## src/rtl/uart_cmd_ctrl_pkg.sv

```systemverilog
// uart_cmd_ctrl_pkg: shared state encoding and command byte constants for the UART command sequencer.
package uart_cmd_ctrl_pkg;
  typedef enum logic [2:0] {
    S_IDLE,
    S_ADDR_H,
    S_ADDR_L,
    S_DATA,
    S_WR_REQ,
    S_RD_REQ
  } state_t;
  localparam logic [7:0] CMD_WR_BYTE = 8'h55;
  localparam logic [7:0] CMD_RD_BYTE = 8'hAA;
endpackage

```

## src/rtl/uart_cmd_ctrl.sv

```systemverilog
// uart_cmd_ctrl: parses UART byte frames into held SDRAM write/read burst requests with timeout and error reporting.
module uart_cmd_ctrl
  import uart_cmd_ctrl_pkg::*;
#(
  parameter int         ADDR_W    = 16,
  parameter int         BURST_LEN = 4,
  parameter int         TIMEOUT   = 1200,
  parameter logic [7:0] CMD_WR    = CMD_WR_BYTE,
  parameter logic [7:0] CMD_RD    = CMD_RD_BYTE
) (
  input  logic                   clk,
  input  logic                   rst,
  input  logic [7:0]             rx_data,
  input  logic                   po_flag,
  output logic                   wr_req,
  output logic [ADDR_W-1:0]      wr_addr,
  output logic [8*BURST_LEN-1:0] wr_data,
  input  logic                   wr_ack,
  output logic                   rd_req,
  output logic [ADDR_W-1:0]      rd_addr,
  input  logic                   rd_ack,
  output logic                   busy,
  output logic                   frame_err
);
  localparam int CW = TIMEOUT > 1 ? $clog2(TIMEOUT) : 1;
  localparam int IW = BURST_LEN > 1 ? $clog2(BURST_LEN) : 1;
  localparam logic [CW-1:0] TMAX = CW'(TIMEOUT - 1);
  localparam logic [IW-1:0] ILAST = IW'(BURST_LEN - 1);
  state_t                 state_q, state_d;
  logic                   op_wr_q, op_wr_d;
  logic [7:0]             hi_q, hi_d;
  logic [IW-1:0]          idx_q, idx_d;
  logic [CW-1:0]          cnt_q, cnt_d;
  logic                   err_q, err_d;
  logic [ADDR_W-1:0]      wr_addr_q, wr_addr_d, rd_addr_q, rd_addr_d;
  logic [8*BURST_LEN-1:0] wr_data_q, wr_data_d;
  logic                   in_frame;
  assign in_frame  = state_q inside {S_ADDR_H, S_ADDR_L, S_DATA};
  assign wr_req    = state_q == S_WR_REQ;
  assign rd_req    = state_q == S_RD_REQ;
  assign busy      = state_q != S_IDLE;
  assign frame_err = err_q;
  assign wr_addr   = wr_addr_q;
  assign rd_addr   = rd_addr_q;
  assign wr_data   = wr_data_q;
  always_ff @(posedge clk) begin
    if (rst) begin
      state_q   <= S_IDLE;
      op_wr_q   <= 1'b0;
      hi_q      <= '0;
      idx_q     <= '0;
      cnt_q     <= '0;
      err_q     <= 1'b0;
      wr_addr_q <= '0;
      rd_addr_q <= '0;
      wr_data_q <= '0;
    end else begin
      state_q   <= state_d;
      op_wr_q   <= op_wr_d;
      hi_q      <= hi_d;
      idx_q     <= idx_d;
      cnt_q     <= cnt_d;
      err_q     <= err_d;
      wr_addr_q <= wr_addr_d;
      rd_addr_q <= rd_addr_d;
      wr_data_q <= wr_data_d;
    end
  end
  always_comb begin
    state_d   = state_q;
    op_wr_d   = op_wr_q;
    hi_d      = hi_q;
    idx_d     = idx_q;
    cnt_d     = '0;
    err_d     = 1'b0;
    wr_addr_d = wr_addr_q;
    rd_addr_d = rd_addr_q;
    wr_data_d = wr_data_q;
    case (state_q)
      S_IDLE: if (po_flag) begin
        if (rx_data == CMD_WR || rx_data == CMD_RD) begin
          op_wr_d = rx_data == CMD_WR;
          state_d = S_ADDR_H;
        end else err_d = 1'b1;
      end
      S_ADDR_H: if (po_flag) begin
        hi_d    = rx_data;
        state_d = S_ADDR_L;
      end
      S_ADDR_L: if (po_flag) begin
        if (op_wr_q) begin
          wr_addr_d = ADDR_W'({hi_q, rx_data});
          idx_d     = '0;
          state_d   = S_DATA;
        end else begin
          rd_addr_d = ADDR_W'({hi_q, rx_data});
          state_d   = S_RD_REQ;
        end
      end
      S_DATA: if (po_flag) begin
        wr_data_d[8*idx_q +: 8] = rx_data;
        idx_d   = idx_q + 1'b1;
        state_d = idx_q == ILAST ? S_WR_REQ : S_DATA;
      end
      S_WR_REQ: begin
        err_d   = po_flag;
        state_d = wr_ack ? S_IDLE : S_WR_REQ;
      end
      S_RD_REQ: begin
        err_d   = po_flag;
        state_d = rd_ack ? S_IDLE : S_RD_REQ;
      end
      default: state_d = S_IDLE;
    endcase
    // a byte arriving on the expiry cycle takes priority over the timeout
    if (in_frame && !po_flag) begin
      cnt_d = cnt_q + 1'b1;
      if (cnt_q == TMAX) begin
        cnt_d   = '0;
        err_d   = 1'b1;
        state_d = S_IDLE;
      end
    end
  end
endmodule

```

## config.mk

```make
export PLATFORM = sky130hd
export DESIGN_NAME = uart_cmd_ctrl
export DESIGN_NICKNAME = d
export VERILOG_FILES = /design/src/rtl/uart_cmd_ctrl_pkg.sv /design/src/rtl/uart_cmd_ctrl.sv
export SDC_FILE = /design/constraint.sdc
export NUM_CORES = 1
export LEC_CHECK = 0
export BUFFER_PORTS_ARGS = -buffer_cell sky130_fd_sc_hd__buf_2
export CAP_MARGIN = 0
export CORE_MARGIN = 2
export CORE_UTILIZATION = 47
export CTS_CLUSTER_SIZE = 25
export DETAILED_ROUTE_END_ITERATION = 8
export GPL_ROUTABILITY_DRIVEN = 0
export PLACE_DENSITY = 0.8
export SYNTH_ARGS = -nofsm -noshare
export SYNTH_HDL_FRONTEND = slang
export SYNTH_SLANG_ARGS = --single-unit
export TNS_END_PERCENT = 100
```

## constraint.sdc

```tcl
create_clock -name clk -period 3 [get_ports clk]
set_input_delay 0.3 -clock clk [delete_from_list [all_inputs] [get_ports clk]]
set_output_delay 0.3 -clock clk [all_outputs]
set_load 0.01 [all_outputs]
```

==> results.md, run 1 <==
* Status: finished clean
* Die area at about 0.0084 mm2
* 1st-iter DRT viols at 233
* Least-Margin Pin Slew at 936.8 ps
* Power per standard cell area at 511.7 mW/mm2
* First-pass GRT wire length at roughly 14000 um
* TritonCTS Buffers at 9
* Root buf cell: clkbuf_8
* Clock Skew at approximately 7.6 ps
* Post-Syn Instances at 441
* Setup crit start kind: flip-flop
* Crit-path max FO at 8
* Stages on worst setup path at 5
* Max-cap check violation count at 0
* Critical path's largest stage delay at 780 ps
* I/O Buffers at 80
* RSZ-0062 raised after global routing: no
* Top delay family on crit path: simple AND/OR/NAND/NOR gates
* Commonest non-fill, non-tap cell in the layout: nand2_1
* Slowest cell on the critical path: nor3b_1
* CTS max path bufs at 2
* Critical Path AT at 2530 ps
* DR pass1 iterations at 4
* Initial antenna violation count at 0
* Row count at 31
* Leak at roughly 1.7 nW
* Compound-cell area share of the yosys netlist at 11.86%
* DRT Wirelength at approximately 8600 um
* Post-synth net total at 461
* Syn avg cell area at around 8.2 um2
* Synth Area in XOR/XNOR at under 10%
* Number of H-tree levels at 3
* GRT Util Overall at between 20% and 30%
* HP Class: input pin to flip-flop
* CTS tree: done
* Fill count at 670
* Fin crit share at between 70% and 80%
* Die height at roughly 90 um
* Drt via density at between 5 and 6
* Crit-path cells: inv_1 > ha_1 > nor3b_1 > nand3_1 > a21oi_1
* Share of cells above drive strength 1 at 20.67%
* Largest family of logic cells by synthesized area: simple AND/OR/NAND/NOR gates
* Pre-CTS setup slack at a little over 800 ps
* Wire per inst at about 14 um
* Post-synthesis adder-cell area fraction at around 2.4%
* Worst Hold Depth at 3
* Resized cells post-CTS at 0
* Worst skew pair latency at about 360 ps
* Reg area at about 0.0018 mm2
* WHS at 290.8 ps
* Final WS setup at 754.5 ps
* Routed vias at between 3000 and 4000
* Setup TNS at 0 ps
* Diode count at 0
* Number of enable flip-flop cells after synthesis at 0
* Mux share of post-synthesis cell area at under 10%
* Drc violations at 0
* # clock sinks at 90
* Setup bufs post-CTS at 0
* Largest net degree at the start of global routing at 46
* Synthesis Warnings at 0
* Final hold vios at 0
* Layout Utilization at ~58%
* Post-Syn Area at 0.003618 mm2
* Minimum clock period at 2246 ps
* Slew Limit Fails at 0
* GRT overflow at 0
* # IOs at between 80 and 90
* Detailed placer's ending HPWL at approximately 5800 um
* Starting Density at approximately half
* Synth Flop Type: dfxtp_1
* Worst Path Buf+Inv at 1
* Layout area overhead at 18.12%
* Peak supply drop at about 0.21 mV
* CTS Hold Bufs at 0
* CP Class: flip-flop to flip-flop
* Simple-Gate Fraction of Synth Area at between 20% and 30%
* Core Box Area at 0.007370 mm2
* Crit path capture type: flip-flop
* Synth unique cells at 40
* Upper clock frequency limit at 445.3 MHz
* Area occupied by multi-input gates at around 0.0017 mm2
* Most frequent cells in the layout: nand2_1, dfxtp_1, buf_2
* Async SR Flop Fraction at 0%
* Setup violations, final at 0
* Chip width at 91.75 um
* Nets at between 500 and 600
* Worst r2r path cells at 5
* Sequential-to-total area share from yosys stat at 49.79%
* Post-route antenna net violation count at 0
* Relative slew slack at between 30% and 40%
* Number of global-route vias before repair at between 2000 and 3000
* Clock-pin slew on the worst setup and hold paths at approximately 90 ps
* #FFs+latches synth at 90
* Required time of the critical path at 3290 ps
* Worst R2R Setup Slack at between 700 and 800 ps
## layer usage
metal / vias to the layer above / global-route usage (%) / part of all wire (%)
met4: 0 / 7.836 / 1.4
met2: 117 / 32.66 / 46
met3: 12 / 4.437 / 9.3
met1: 1422 / 27.71 / 43
li1: 1605 / - / -
met5: - / 0 / 0
## synth_stat cells, types with 2 or more instances
library cell	count	area (um2)
a21oi_1	70	350.3
and2_1	6	37.54
buf_2	6	30.03
clkbuf_1	24	90.09
clkbuf_2	2	10.01
dfxtp_1	90	1802
ha_1	7	87.58
inv_1	3	11.26
mux2i_1	9	90.09
nand2_1	109	409.1
nand2b_1	3	18.77
nand3_1	34	170.2
nand3b_1	3	22.52
nand4_1	4	25.02
nor2_1	26	97.59
nor2b_1	2	12.51
nor3_1	6	30.03
nor3b_1	3	22.52
nor4_1	2	12.51
nor4bb_1	4	40.04
o21ai_0	2	10.01
xnor2_1	4	35.03
xor2_1	5	43.79
## power breakdown
part	internal (mW)	switching, mW	total, mW
Combinational	0.0138	0.0445	0.0583
Clock	0.515	0.418	0.934
Sequential	1.19	0.000595	1.19
## worst reg2reg max path, delay by kind of cell (launching register included)
| kind | cells | cell delay [ps] |
|---|---|---|
| fa+ha+maj | 1 | 390 |
| simple gates | 2 | 960 |
| compound gates | 1 | 190 |
| buf+inv | 1 | 160 |
| flops | 1 | 460 |
## area by class of cell
cell class / instances / share of cell area (%)
multi-input combinational: 315 / 39.26
timing repair buffer: 84 / 10.07
sequential: 90 / 42.15
clock buffer: 12 / 3.630
tap: 99 / 2.898
inverter: 3 / 0.2635
clock inverter: 4 / 1.727
## stage by stage
step	power (mW)	std cells	area, um2
finish	2.187	607	4274
global route	2.253	607	4274
CTS	2.202	607	4274
detailed placement	1.282	591	4045
global placement	1.281	591	4045
floorplan	1.260	441	3618
## final timing paths
check                   from         end
hold / removal    rx_data[5]  rd_addr[5]
setup / recovery    idx_q[0]  wr_data[8]
setup reg to reg    idx_q[0]  wr_data[8]
hold reg to reg   wr_data[2]  wr_data[2]
## sequential cells by signal, summed over array words and instances (netlist names)
| register | cells |
|---|---|
| state_q | 3 |
| op_wr_q | 1 |
| hi_q | 8 |
| wr_addr | 16 |
| rd_addr | 16 |
| wr_data | 32 |
| cnt_q | 11 |
| idx_q | 2 |
| frame_err | 1 |
## kinds of logic after synthesis
logic type / after synthesis
buf+inv: 36
simple gates: 212
mux: 9
fa+ha+maj: 7
flops: 90
compound gates: 78
xor+xnor: 9
Note: power is estimated with default switching activity, not from simulation.
==> inputs of run 2 (changes only) <==
- ABC_AREA: not set -> 1
- clock period: 3 -> 2.3 ns (I/O delays scaled with it)
==> results.md, run 2 <==
* Status: finished clean (unchanged)
* Crit-path max FO at 8 (unchanged)
* Number of enable flip-flop cells after synthesis at 0 (unchanged)
* Setup bufs post-CTS at 0 (unchanged)
* Setup crit start kind: flip-flop (unchanged)
* Clock Skew at 11.81 ps (was 7.640 ps)
* Final hold vios at 0 (unchanged)
* Post-Syn Instances at 477 (was 441)
* Post-synth net total at 497 (was 461)
* Commonest non-fill, non-tap cell in the layout: dfxtp_1 (was nand2_1)
* Final WS setup at 599.4 ps (was 754.5 ps)
* Sequential-to-total area share from yosys stat at 48.23% (was 49.79%)
* Number of global-route vias before repair at 3273 (was 2916)
* Crit path capture type: flip-flop (unchanged)
* Starting Density at 48.35% (was 49.10%)
* Drc violations at 0 (unchanged)
* # clock sinks at 90 (unchanged)
* Post-route antenna net violation count at 0 (unchanged)
* Max-cap check violation count at 0 (unchanged)
* Root buf cell: clkbuf_8 (unchanged)
* Async SR Flop Fraction at 0% (unchanged)
* Synth Flop Type: dfxtp_1 (unchanged)
* Worst r2r path cells at 7 (was 5)
* DR pass1 iterations at 5 (was 4)
* Detailed placer's ending HPWL at 6550 um (was 5844 um)
* Most common cell in the netlist: dfxtp_1 (was nand2_1)
* Post-synth top area share at 48.23% (was 49.79%)
* Synthesis Warnings at 0 (unchanged)
* Total Power at 2.641 mW (was 2.187 mW)
* Grt peak-use layer: met2 (unchanged)
* Main area contributors after synthesis: dfxtp_1, o21ai_0, nor2_1 (was dfxtp_1, nand2_1, a21oi_1)
* Post-synthesis adder-cell area fraction at 2.344% (was 2.420%)
* I/O Buffers at 80 (unchanged)
* Number of H-tree levels at 3 (unchanged)
* Worst flop-to-flop path endpoint: wr_data[0] (was wr_data[8])
* Nets at 573 (was 523)
* Die area at 0.008678 mm2 (was 0.008417 mm2)
* Pre-CTS setup slack at 631.1 ps (was 828.1 ps)
* Drt via density at 5.264 (was 5.199)
* CTS max path bufs at 2 (unchanged)
* First-pass GRT wire length at 14810 um (was 13930 um)
* Synth unique cells at 32 (was 40)
* Required time of the critical path at 2590 ps (was 3290 ps)
* Worst R2R Setup Slack at 600 ps (was 750 ps)
* WHS at 192.1 ps (was 290.8 ps)
* Core Box Area at 0.007727 mm2 (was 0.007370 mm2)
* Hold Path End: wr_data[5] (was rd_addr[5])
* Share of cells above drive strength 1 at 21.15% (was 20.67%)
* Slew Limit Fails at 0 (unchanged)
* Largest register FFs at 32 (unchanged)
* Post-Syn Area at 0.003736 mm2 (was 0.003618 mm2)
* Worst Hold Depth at 3 (unchanged)
* Global-route met2 utilization at 35.21% (was 32.66%)
* Die height at 93.16 um (was 91.75 um)
* Wire per inst at 13.45 um (was 14.20 um)
* GRT Util Overall at 21.36% (was 20.64%)
* Met3 Track Usage GR at 4.593% (was 4.437%)
* HP Class: input pin to flip-flop (unchanged)
* DRT Wirelength at 8875 um (was 8622 um)
* TritonCTS Buffers at 9 (unchanged)
* Relative slew slack at 64.08% (was 37.41%)
* Hold path startpoint: rx_data[5] (unchanged)
* CTS Hold Bufs at 0 (unchanged)
* Least-Margin Pin Slew at 537.0 ps (was 936.8 ps)
* Critical Path AT at 1990 ps (was 2530 ps)
* # IOs at 81 (unchanged)
* Layout Utilization at 56.53% (was 58.00%)
* Row count at 32 (was 31)
* Setup TNS at 0 ps (unchanged)
* 1st-iter DRT viols at 135 (was 233)
* Worst skew pair latency at 360 ps (about the same)
* Diode count at 0 (unchanged)
* #FFs+latches synth at 90 (unchanged)
* Chip width at 93.16 um (was 91.75 um)
* Upper clock frequency limit at 588.0 MHz (was 445.3 MHz)
* Leading area contributor after synthesis: dfxtp_1 (unchanged)
* Minimum clock period at 1701 ps (was 2246 ps)
* Power per standard cell area at 604.6 mW/mm2 (was 511.7 mW/mm2)
* Fin crit share at 73.94% (was 74.85%)
* Resized cells post-CTS at 0 (unchanged)
* Leak at 2.033 nW (was 1.661 nW)
* Commonest cells in the netlist: dfxtp_1, nor2_1, o21ai_0, a21oi_1, nand2_1 (was nand2_1, dfxtp_1, a21oi_1, nand3_1, nor2_1)
* GRT overflow at 0 (unchanged)
* Initial antenna violation count at 0 (unchanged)
* Syn avg cell area at 7.832 um2 (was 8.205 um2)
* Met1 Usage GRT at 27.24% (was 27.71%)
* Critical path's largest stage delay at 420 ps (was 780 ps)
* Most frequent cells in the layout: dfxtp_1, nor2_1, buf_2 (was nand2_1, dfxtp_1, buf_2)
* Slowest cell on the critical path: dfxtp_1 (was nor3b_1)
* RSZ-0062 raised after global routing: no (unchanged)
* Clock-pin slew on the worst setup and hold paths at 90 ps (about the same)
* Layout area overhead at 16.91% (was 18.12%)
* Fill count at 734 (was 670)
* Crit-path cells: inv_1 > ha_1 > inv_1 > nand3_1 > inv_1 > nand3_1 > a21oi_1 (was inv_1 > ha_1 > nor3b_1 > nand3_1 > a21oi_1)
* Mux share of post-synthesis cell area at 0% (was 2.490%)
* Synth Area in XOR/XNOR at 0.7033% (was 2.178%)
* Simple-Gate Fraction of Synth Area at 23.54% (was 27.25%)
* CP Class: flip-flop to flip-flop (unchanged)
* Routed vias at 3474 (was 3156)
* Largest net degree at the start of global routing at 59 (was 46)
* Largest family of logic cells by synthesized area: simple AND/OR/NAND/NOR gates (unchanged)
* CTS tree: done (unchanged)
* Peak supply drop at 0.4172 mV (was 0.2080 mV)
* Worst r2r src: idx_q[1] (was idx_q[0])
* Setup violations, final at 0 (unchanged)
* Compound-cell area share of the yosys netlist at 17.41% (was 11.86%)
* Most used cell along the critical path: inv_1
## run 2: changes by cell type in the layout (fill, tap and decap cells not counted), sizes merged, moves of 9 or more
cell,delta
nand2,-57
inv,+45
a21oi,-19
nor2,+67
mux2i,-9
o21ai,+64
## run 2: cell type report
class,count,area (um2),share of cell area (%)
timing repair buffer,83,422.9,9.682
multi-input combinational,322,1644,37.64
clock buffer,9,123.9,2.836
tap,102,127.6,2.922
sequential,90,1802,41.25
inverter,47,186.4,4.268
clock inverter,7,61.31,1.404
## run 2: worst max-delay path by stage
stage / from / endpoint / slack, ps / cells after the start
after floorplan: idx_q[0] / wr_data[0] / 490 / 8
final: idx_q[1] / wr_data[0] / 600 / 7
after global routing: idx_q[1] / wr_data[0] / 400 / 7
after global placement: idx_q[1] / wr_data[0] / 720 / 7
after CTS: idx_q[1] / wr_data[0] / 600 / 7
after detailed placement: idx_q[1] / wr_data[0] / 630 / 7
## run 2: kinds of logic after synthesis
family                     count (synthesis)
AOI/OAI and AO/OA                        124
xor gates and xnor gates                   3
and+or+nand+nor                          188
adders and majority gates                  7
DFF                                       90
buffers and inverters                     65
## run 2: worst max-delay path, delay by kind of cell, from the launching register on
family	cells	cell delay, ps
fa+ha+maj	1	380
buf+inv	3	480
simple gates	2	220
compound gates	1	130
flops	1	420
## run 2: layer usage
layer | wire length (um) | up-vias
met5 | 0 | -
met3 | 586 | 20
li1 | - | 1725
met1 | 3829 | 1602
met4 | 210 | 0
met2 | 4249 | 127
## run 2: power by group
group          switching [mW]  total, mW  internal, mW  leakage, nW
clock                   0.587       1.00         0.413       0.0936
combinational          0.0624     0.0819        0.0195         1.21
sequential           0.000789       1.56          1.56        0.725
total                   0.650       2.64          1.99         2.03
## run 2: stage by stage
| stage | cells | cell area, um2 |
|---|---|---|
| after floorplan | 477 | 3736 |
| after global placement | 644 | 4183 |
| after detailed placement | 644 | 4183 |
| after CTS | 660 | 4368 |
| after global routing | 660 | 4368 |
| final | 660 | 4368 |
